`config.mk`:
```
export PLATFORM = sky130hd
export DESIGN_NAME = uart_block_framer
export DESIGN_NICKNAME = d
export VERILOG_FILES = /design/src/rtl/uart_block_framer.sv
export SDC_FILE = /design/constraint.sdc
export NUM_CORES = 1
export LEC_CHECK = 0
export ABC_AREA = 1
export BUFFER_PORTS_ARGS = -buffer_cell sky130_fd_sc_hd__buf_2
export CAP_MARGIN = 40
export CORE_MARGIN = 2
export CORE_UTILIZATION = 50
export CTS_CLUSTER_SIZE = 28
export DETAILED_ROUTE_END_ITERATION = 16
export PLACE_DENSITY = 0.73
export SETUP_SLACK_MARGIN = 0.15
export SLEW_MARGIN = 20
export SYNTH_ARGS = -nofsm -noshare
export SYNTH_HDL_FRONTEND = slang
export SYNTH_SLANG_ARGS = --single-unit
```
`constraint.sdc`:
```
create_clock -name clk -period 3.8 [get_ports clk]
set_clock_uncertainty 0.1 [all_clocks]
set_input_delay 0.95 -clock clk [delete_from_list [all_inputs] [get_ports clk]]
set_output_delay 0.95 -clock clk [all_outputs]
set_load 0.01 [all_outputs]
```
`src/rtl/uart_block_framer.sv`:
```
// uart_block_framer
//   Collects NBYTES bytes from the UART receiver into one plaintext block,
//   hands the block to a block cipher core, waits for the ciphertext and then
//   sends it back out one byte at a time through the UART transmitter.
//   A partial frame is dropped if the gap between bytes grows too long.
//
// Parameters
//   NBYTES          bytes per block (block width is 8*NBYTES)
//   TIMEOUT_CYCLES  clk cycles allowed between bytes of a partial frame, 0 = off
//   MSB_FIRST       1: first byte on the wire is the top byte of the block
//                   0: first byte on the wire is bits [7:0]
//
// Ports
//   clk, reset             clock, synchronous active-high reset
//   rx_valid, rx_data      received byte strobe and data
//   tx_start, tx_data      transmit request pulse and byte (held until tx_done)
//   tx_done                transmitter finished the current byte
//   aes_start, pt_to_aes   cipher start pulse and plaintext block
//   aes_ready, ct_from_aes cipher result valid (level) and ciphertext block
//   busy                   high whenever a frame is past the receive phase
//   overrun                pulse: a byte arrived while busy and was dropped
//   frame_err              pulse: partial frame dropped by the inter-byte timeout
//   frame_done             pulse: last ciphertext byte has been sent
module uart_block_framer #(
    parameter int NBYTES         = 16,
    parameter int TIMEOUT_CYCLES = 100000,
    parameter bit MSB_FIRST      = 1'b1
) (
    input  logic                clk,
    input  logic                reset,
    input  logic                rx_valid,
    input  logic [7:0]          rx_data,
    output logic                tx_start,
    output logic [7:0]          tx_data,
    input  logic                tx_done,
    output logic                aes_start,
    input  logic                aes_ready,
    output logic [8*NBYTES-1:0] pt_to_aes,
    input  logic [8*NBYTES-1:0] ct_from_aes,
    output logic                busy,
    output logic                overrun,
    output logic                frame_err,
    output logic                frame_done
);

    localparam int BW = 8 * NBYTES;
    localparam int CW = (NBYTES > 1) ? $clog2(NBYTES) : 1;
    localparam int TW = (TIMEOUT_CYCLES > 0) ? $clog2(TIMEOUT_CYCLES + 1) : 1;
    localparam bit TMO_EN = (TIMEOUT_CYCLES > 0);
    localparam logic [CW-1:0] LAST_IDX = CW'(NBYTES - 1);
    localparam logic [TW-1:0] TMO_LAST = TW'((TIMEOUT_CYCLES > 0) ? TIMEOUT_CYCLES - 1 : 0);
    // lane of ct_from_aes that goes out first
    localparam int FIRST_LANE = MSB_FIRST ? NBYTES - 1 : 0;

    typedef enum logic [2:0] {
        RECV,
        START,
        WAIT_AES,
        SEND,
        WAIT_TX,
        DONE
    } state_t;

    state_t        state_reg;
    logic [CW-1:0] cnt_reg;
    logic [CW-1:0] k_reg;
    logic [TW-1:0] tmo_reg;
    logic [BW-1:0] pt_reg;
    logic [BW-1:0] ct_reg;
    logic [7:0]    tx_data_reg;
    logic          tx_start_reg;
    logic          aes_start_reg;
    logic          overrun_reg;
    logic          frame_err_reg;
    logic          frame_done_reg;

    // Captured ciphertext rearranged into wire order: byte k of ct_seq is
    // the k-th byte to transmit, whatever MSB_FIRST says.
    logic [BW-1:0] ct_seq;
    generate
        for (genvar gi = 0; gi < NBYTES; gi++) begin : g_wire_order
            localparam int LANE = MSB_FIRST ? NBYTES - 1 - gi : gi;
            assign ct_seq[8*gi +: 8] = ct_reg[8*LANE +: 8];
        end
    endgenerate

    // block lane that receives the byte currently being accepted
    logic [CW-1:0] pt_slot;
    assign pt_slot = MSB_FIRST ? (LAST_IDX - cnt_reg) : cnt_reg;

    logic [CW-1:0] k_next;
    assign k_next = k_reg + 1'b1;

    always_ff @(posedge clk) begin
        if (reset) begin
            state_reg      <= RECV;
            cnt_reg        <= '0;
            k_reg          <= '0;
            tmo_reg        <= '0;
            pt_reg         <= '0;
            ct_reg         <= '0;
            tx_data_reg    <= '0;
            tx_start_reg   <= 1'b0;
            aes_start_reg  <= 1'b0;
            overrun_reg    <= 1'b0;
            frame_err_reg  <= 1'b0;
            frame_done_reg <= 1'b0;
        end else begin
            // pulse outputs default low; each is raised on the edge that
            // enters the state it belongs to, so it is high during that state
            tx_start_reg   <= 1'b0;
            aes_start_reg  <= 1'b0;
            frame_err_reg  <= 1'b0;
            frame_done_reg <= 1'b0;
            overrun_reg    <= rx_valid && (state_reg != RECV);

            case (state_reg)
                RECV: begin
                    if (rx_valid) begin
                        pt_reg[8*pt_slot +: 8] <= rx_data;
                        tmo_reg <= '0;
                        if (cnt_reg == LAST_IDX) begin
                            cnt_reg       <= '0;
                            aes_start_reg <= 1'b1;
                            state_reg     <= START;
                        end else begin
                            cnt_reg <= cnt_reg + 1'b1;
                        end
                    end else if (TMO_EN && (cnt_reg != '0)) begin
                        if (tmo_reg == TMO_LAST) begin
                            cnt_reg       <= '0;
                            tmo_reg       <= '0;
                            frame_err_reg <= 1'b1;
                        end else begin
                            tmo_reg <= tmo_reg + 1'b1;
                        end
                    end else begin
                        tmo_reg <= '0;
                    end
                end
                START: begin
                    // aes_ready is deliberately not sampled here: it may
                    // still be left over from the previous block
                    state_reg <= WAIT_AES;
                end
                WAIT_AES: begin
                    if (aes_ready) begin
                        ct_reg       <= ct_from_aes;
                        tx_data_reg  <= ct_from_aes[8*FIRST_LANE +: 8];
                        tx_start_reg <= 1'b1;
                        state_reg    <= SEND;
                    end
                end
                SEND: begin
                    state_reg <= WAIT_TX;
                end
                WAIT_TX: begin
                    if (tx_done) begin
                        if (k_reg == LAST_IDX) begin
                            frame_done_reg <= 1'b1;
                            state_reg      <= DONE;
                        end else begin
                            k_reg        <= k_next;
                            tx_data_reg  <= ct_seq[8*k_next +: 8];
                            tx_start_reg <= 1'b1;
                            state_reg    <= SEND;
                        end
                    end
                end
                DONE: begin
                    k_reg     <= '0;
                    state_reg <= RECV;
                end
                default: begin
                    state_reg <= RECV;
                end
            endcase
        end
    end

    assign pt_to_aes  = pt_reg;
    assign tx_data    = tx_data_reg;
    assign tx_start   = tx_start_reg;
    assign aes_start  = aes_start_reg;
    assign overrun    = overrun_reg;
    assign frame_err  = frame_err_reg;
    assign frame_done = frame_done_reg;
    assign busy       = (state_reg != RECV);

endmodule

```
==> flow_metrics.env <==
export IMPL_outcome="finished, final reports clean"
export IMPL_crit_type="reg -> reg"
export IMPL_ys_top_cells_by_count="nor2_1 (310), dfxtp_1 (297), o21ai_0 (257)"
export IMPL_vias=13000
export IMPL_path_clk_slew_ns=0.06
export IMPL_drt_iter0_drc=1321
export IMPL_grt_pass1_vias=11800
export IMPL_netlist_instances=1855
export IMPL_synthArstFlopShare=0
export IMPL_synth_cell_types=35
export IMPL_rsz0062_at_grt="no"
export IMPL_hold_viol=0
export IMPL_track_usage=0.275
export IMPL_p_leak_nw=6.95
export IMPL_fillers=2346
export IMPL_numCtsBuffers=31
export IMPL_crit_slowest_cell="dfxtp_1"
export IMPL_r2r_start="cnt_reg[0]$_SDFFE_PP0P_"
export IMPL_antenna_cells=0
export IMPL_relSlewSlack=0.456
export IMPL_clk_latency_ns=0.56
export IMPL_final_cell_area_um2=15500
export IMPL_regArea_um2=5950
export IMPL_root_buffer="clkbuf_16"
export IMPL_antenna_left=0
export IMPL_power_density_nw_per_um2=520
export IMPL_ys_flop_type="dfxtp_1"
export IMPL_synthToLayoutAreaGrowth_pct=20.2
export IMPL_ctsResizeCount=0
export IMPL_die_x_um=164
export IMPL_critPathBufInv=3
export IMPL_synth_top_family_by_area="simple AND/OR/NAND/NOR gates"
export IMPL_min_from="ct_reg[38]$_SDFFE_PP0P_"
export IMPL_slew_viol_final=0
export IMPL_worstHoldPathCells=2
export IMPL_irDropWorstVdd_uv=340
export IMPL_setup_slack_ns=0.682
export IMPL_start_util=0.509
export IMPL_start_kind="flip-flop"
export IMPL_drt_first_pass_iters=6
export IMPL_synth_most_common_cell="nor2_1"
export IMPL_total_power_mw=8.05
export IMPL_yosys_top_cells_area="dfxtp_1 (46%), o21ai_0 (10%), nor2_1 (9.0%)"
export IMPL_crit_family="simple AND/OR/NAND/NOR gates"
export IMPL_ctsHtreeMaxLevel=1
export IMPL_drive_gt1_frac=0.189
export IMPL_die_area_um2=27000
export IMPL_drc_errors=0
export IMPL_clockBufferDepth=3
export IMPL_cts_hold_buffers_added=0
export IMPL_ys_warn_count=0
export IMPL_finalSetupTns_ns=0
export IMPL_min_to="ct_reg[38]$_SDFFE_PP0P_"
export IMPL_core_rowCount=58
export IMPL_finalCriticalPeriod_ns=3.12
export IMPL_wirelength_um=38800
export IMPL_syn_area_per_cell_um2=6.94
export IMPL_crit_chain="inv_2 > nor3_1 > ha_1 > buf_4 > nor2_1 > inv_1 > nor3_2 > nand4_1 > a21oi_1"
export IMPL_r2r_worst_path_cells=9
export IMPL_synth_edff_count=0
export IMPL_yosys_area_share_xor_xnor=0.00204
export IMPL_postCtsSetupBuffers=0
export IMPL_antenna_found_initial=1
export IMPL_setup_viol=0
export IMPL_syn_nets=2001
export IMPL_r2r_end="pt_to_aes[5]$_SDFFE_PP0P_"
export IMPL_die_h_um=164
export IMPL_synthAdderAreaFrac=0.00486
export IMPL_required_ns=4.19
export IMPL_dp_slack_ns=0.782
export IMPL_ff2ff_setup_slack_ns=0.68
export IMPL_cts_sinks=297
export IMPL_muxShareOfSynthArea=0
export IMPL_grt_pass1_wl_um=59900
export IMPL_netlist_area_um2=12900
export IMPL_ys_seq_area_frac=0.462
export IMPL_critPathMaxFanout=18
export IMPL_core_um2=25300
export IMPL_synth_compound_area_share=0.174
export IMPL_tightest_slew_ns=0.816
export IMPL_maxCapViolations=0
export IMPL_critical_path_endpoint_type="flip-flop"
export IMPL_ys_ff_latch=297
export IMPL_wl_per_cell_um=15.9
export IMPL_finalWeightedCongestion=0.948
export IMPL_synth_simple_area_share=0.262
export IMPL_cts_tree="built"
export IMPL_multi_input_area_um2=5710
export IMPL_num_io_pins=283
export IMPL_overflow=0
export IMPL_critPathMaxStageDelay_ns=0.67
export IMPL_grt_max_degree=221
export IMPL_synth_largest_area_cell="dfxtp_1"
export IMPL_place_area_um2=14500
export IMPL_viasPerCell=5.34
export IMPL_synth_top_cell_area_share=0.462
export IMPL_fmax_mhz=321
export IMPL_dpl_hpwl_um=27500
export IMPL_min_path_type="reg -> reg"
export IMPL_period_share=0.820
export IMPL_critical_path_arrival_ns=3.51
export IMPL_numPortBuffers=282
export IMPL_fin_nets=2233
## final cells by class
| type | count | share of cell area |
|---|---|---|
| Sequential cell | 297 | 0.385 |
| Multi-Input combinational cell | 1237 | 0.369 |
| Timing Repair Buffer | 301 | 0.103 |
| Clock buffer | 49 | 0.0597 |
| Inverter | 219 | 0.0535 |
| Tap cell | 330 | 0.0267 |
| Clock inverter | 5 | 0.00364 |
## worst reg2reg max path, delay by kind of cell (launching register included)
| family | cells | cell delay, ns |
|---|---|---|
| buf+inv | 3 | 0.66 |
| fa+ha+maj | 1 | 0.31 |
| compound gates | 1 | 0.16 |
| flops | 1 | 0.67 |
| simple gates | 4 | 1.16 |
## how the worst max path moves through the flow
stage / from / depth (start not counted) / endpoint / slack (ns)
after CTS: cnt_reg[0]$_SDFFE_PP0P_ / 9 / pt_to_aes[5]$_SDFFE_PP0P_ / 0.73
after global routing: cnt_reg[0]$_SDFFE_PP0P_ / 9 / pt_to_aes[5]$_SDFFE_PP0P_ / 0.46
after detailed placement: cnt_reg[0]$_SDFFE_PP0P_ / 9 / pt_to_aes[5]$_SDFFE_PP0P_ / 0.78
after floorplan: cnt_reg[0]$_SDFFE_PP0P_ / 13 / pt_to_aes[112]$_SDFFE_PP0P_ / 1.63
final: cnt_reg[0]$_SDFFE_PP0P_ / 9 / pt_to_aes[5]$_SDFFE_PP0P_ / 0.68
after global placement: cnt_reg[0]$_SDFFE_PP0P_ / 9 / pt_to_aes[5]$_SDFFE_PP0P_ / 1.04
## report_power, final
part           switching (mW)  internal, mW  total (mW)
clock                    1.22          1.72        2.94
combinational            1.07         0.479        1.55
sequential              0.117          3.44        3.56
total                    2.41          5.63        8.05
## layout by cell type, fill, tap and decap left out, drive strengths merged, types with 5 or more instances in the layout
cell and n:
nand2 247, a21oi 178, nand3 164, clkbuf 49
o21ai 259, ha 5, nor2 328, inv 220
nand4 9, buf 301, nor3 34, dfxtp 297
## layer usage
metal  wire length (µm)  global-route usage  up-vias
met5                 13                   0        -
met4               1290              0.0964        2
met3               3020              0.0417       83
met2              17100               0.429      516
met1              17400               0.388     5966
li1                   -                   -     6450
## metrics by stage
step	hold slack, ns	util	std cells
after floorplan	0.329	-	1855
after global routing	0.367	0.612	2438
final	0.350	0.612	2438
after CTS	0.353	0.612	2438
after detailed placement	0.345	0.574	2384
after global placement	0.338	0.573	2383
## cell families after synthesis
| group | after synthesis |
|---|---|
| AOI/OAI and AO/OA | 443 |
| adders and majority gates | 5 |
| buffers and inverters | 321 |
| xor gates and xnor gates | 3 |
| DFF | 297 |
| and+or+nand+nor | 786 |
Note: power is estimated with default switching activity, not from simulation.
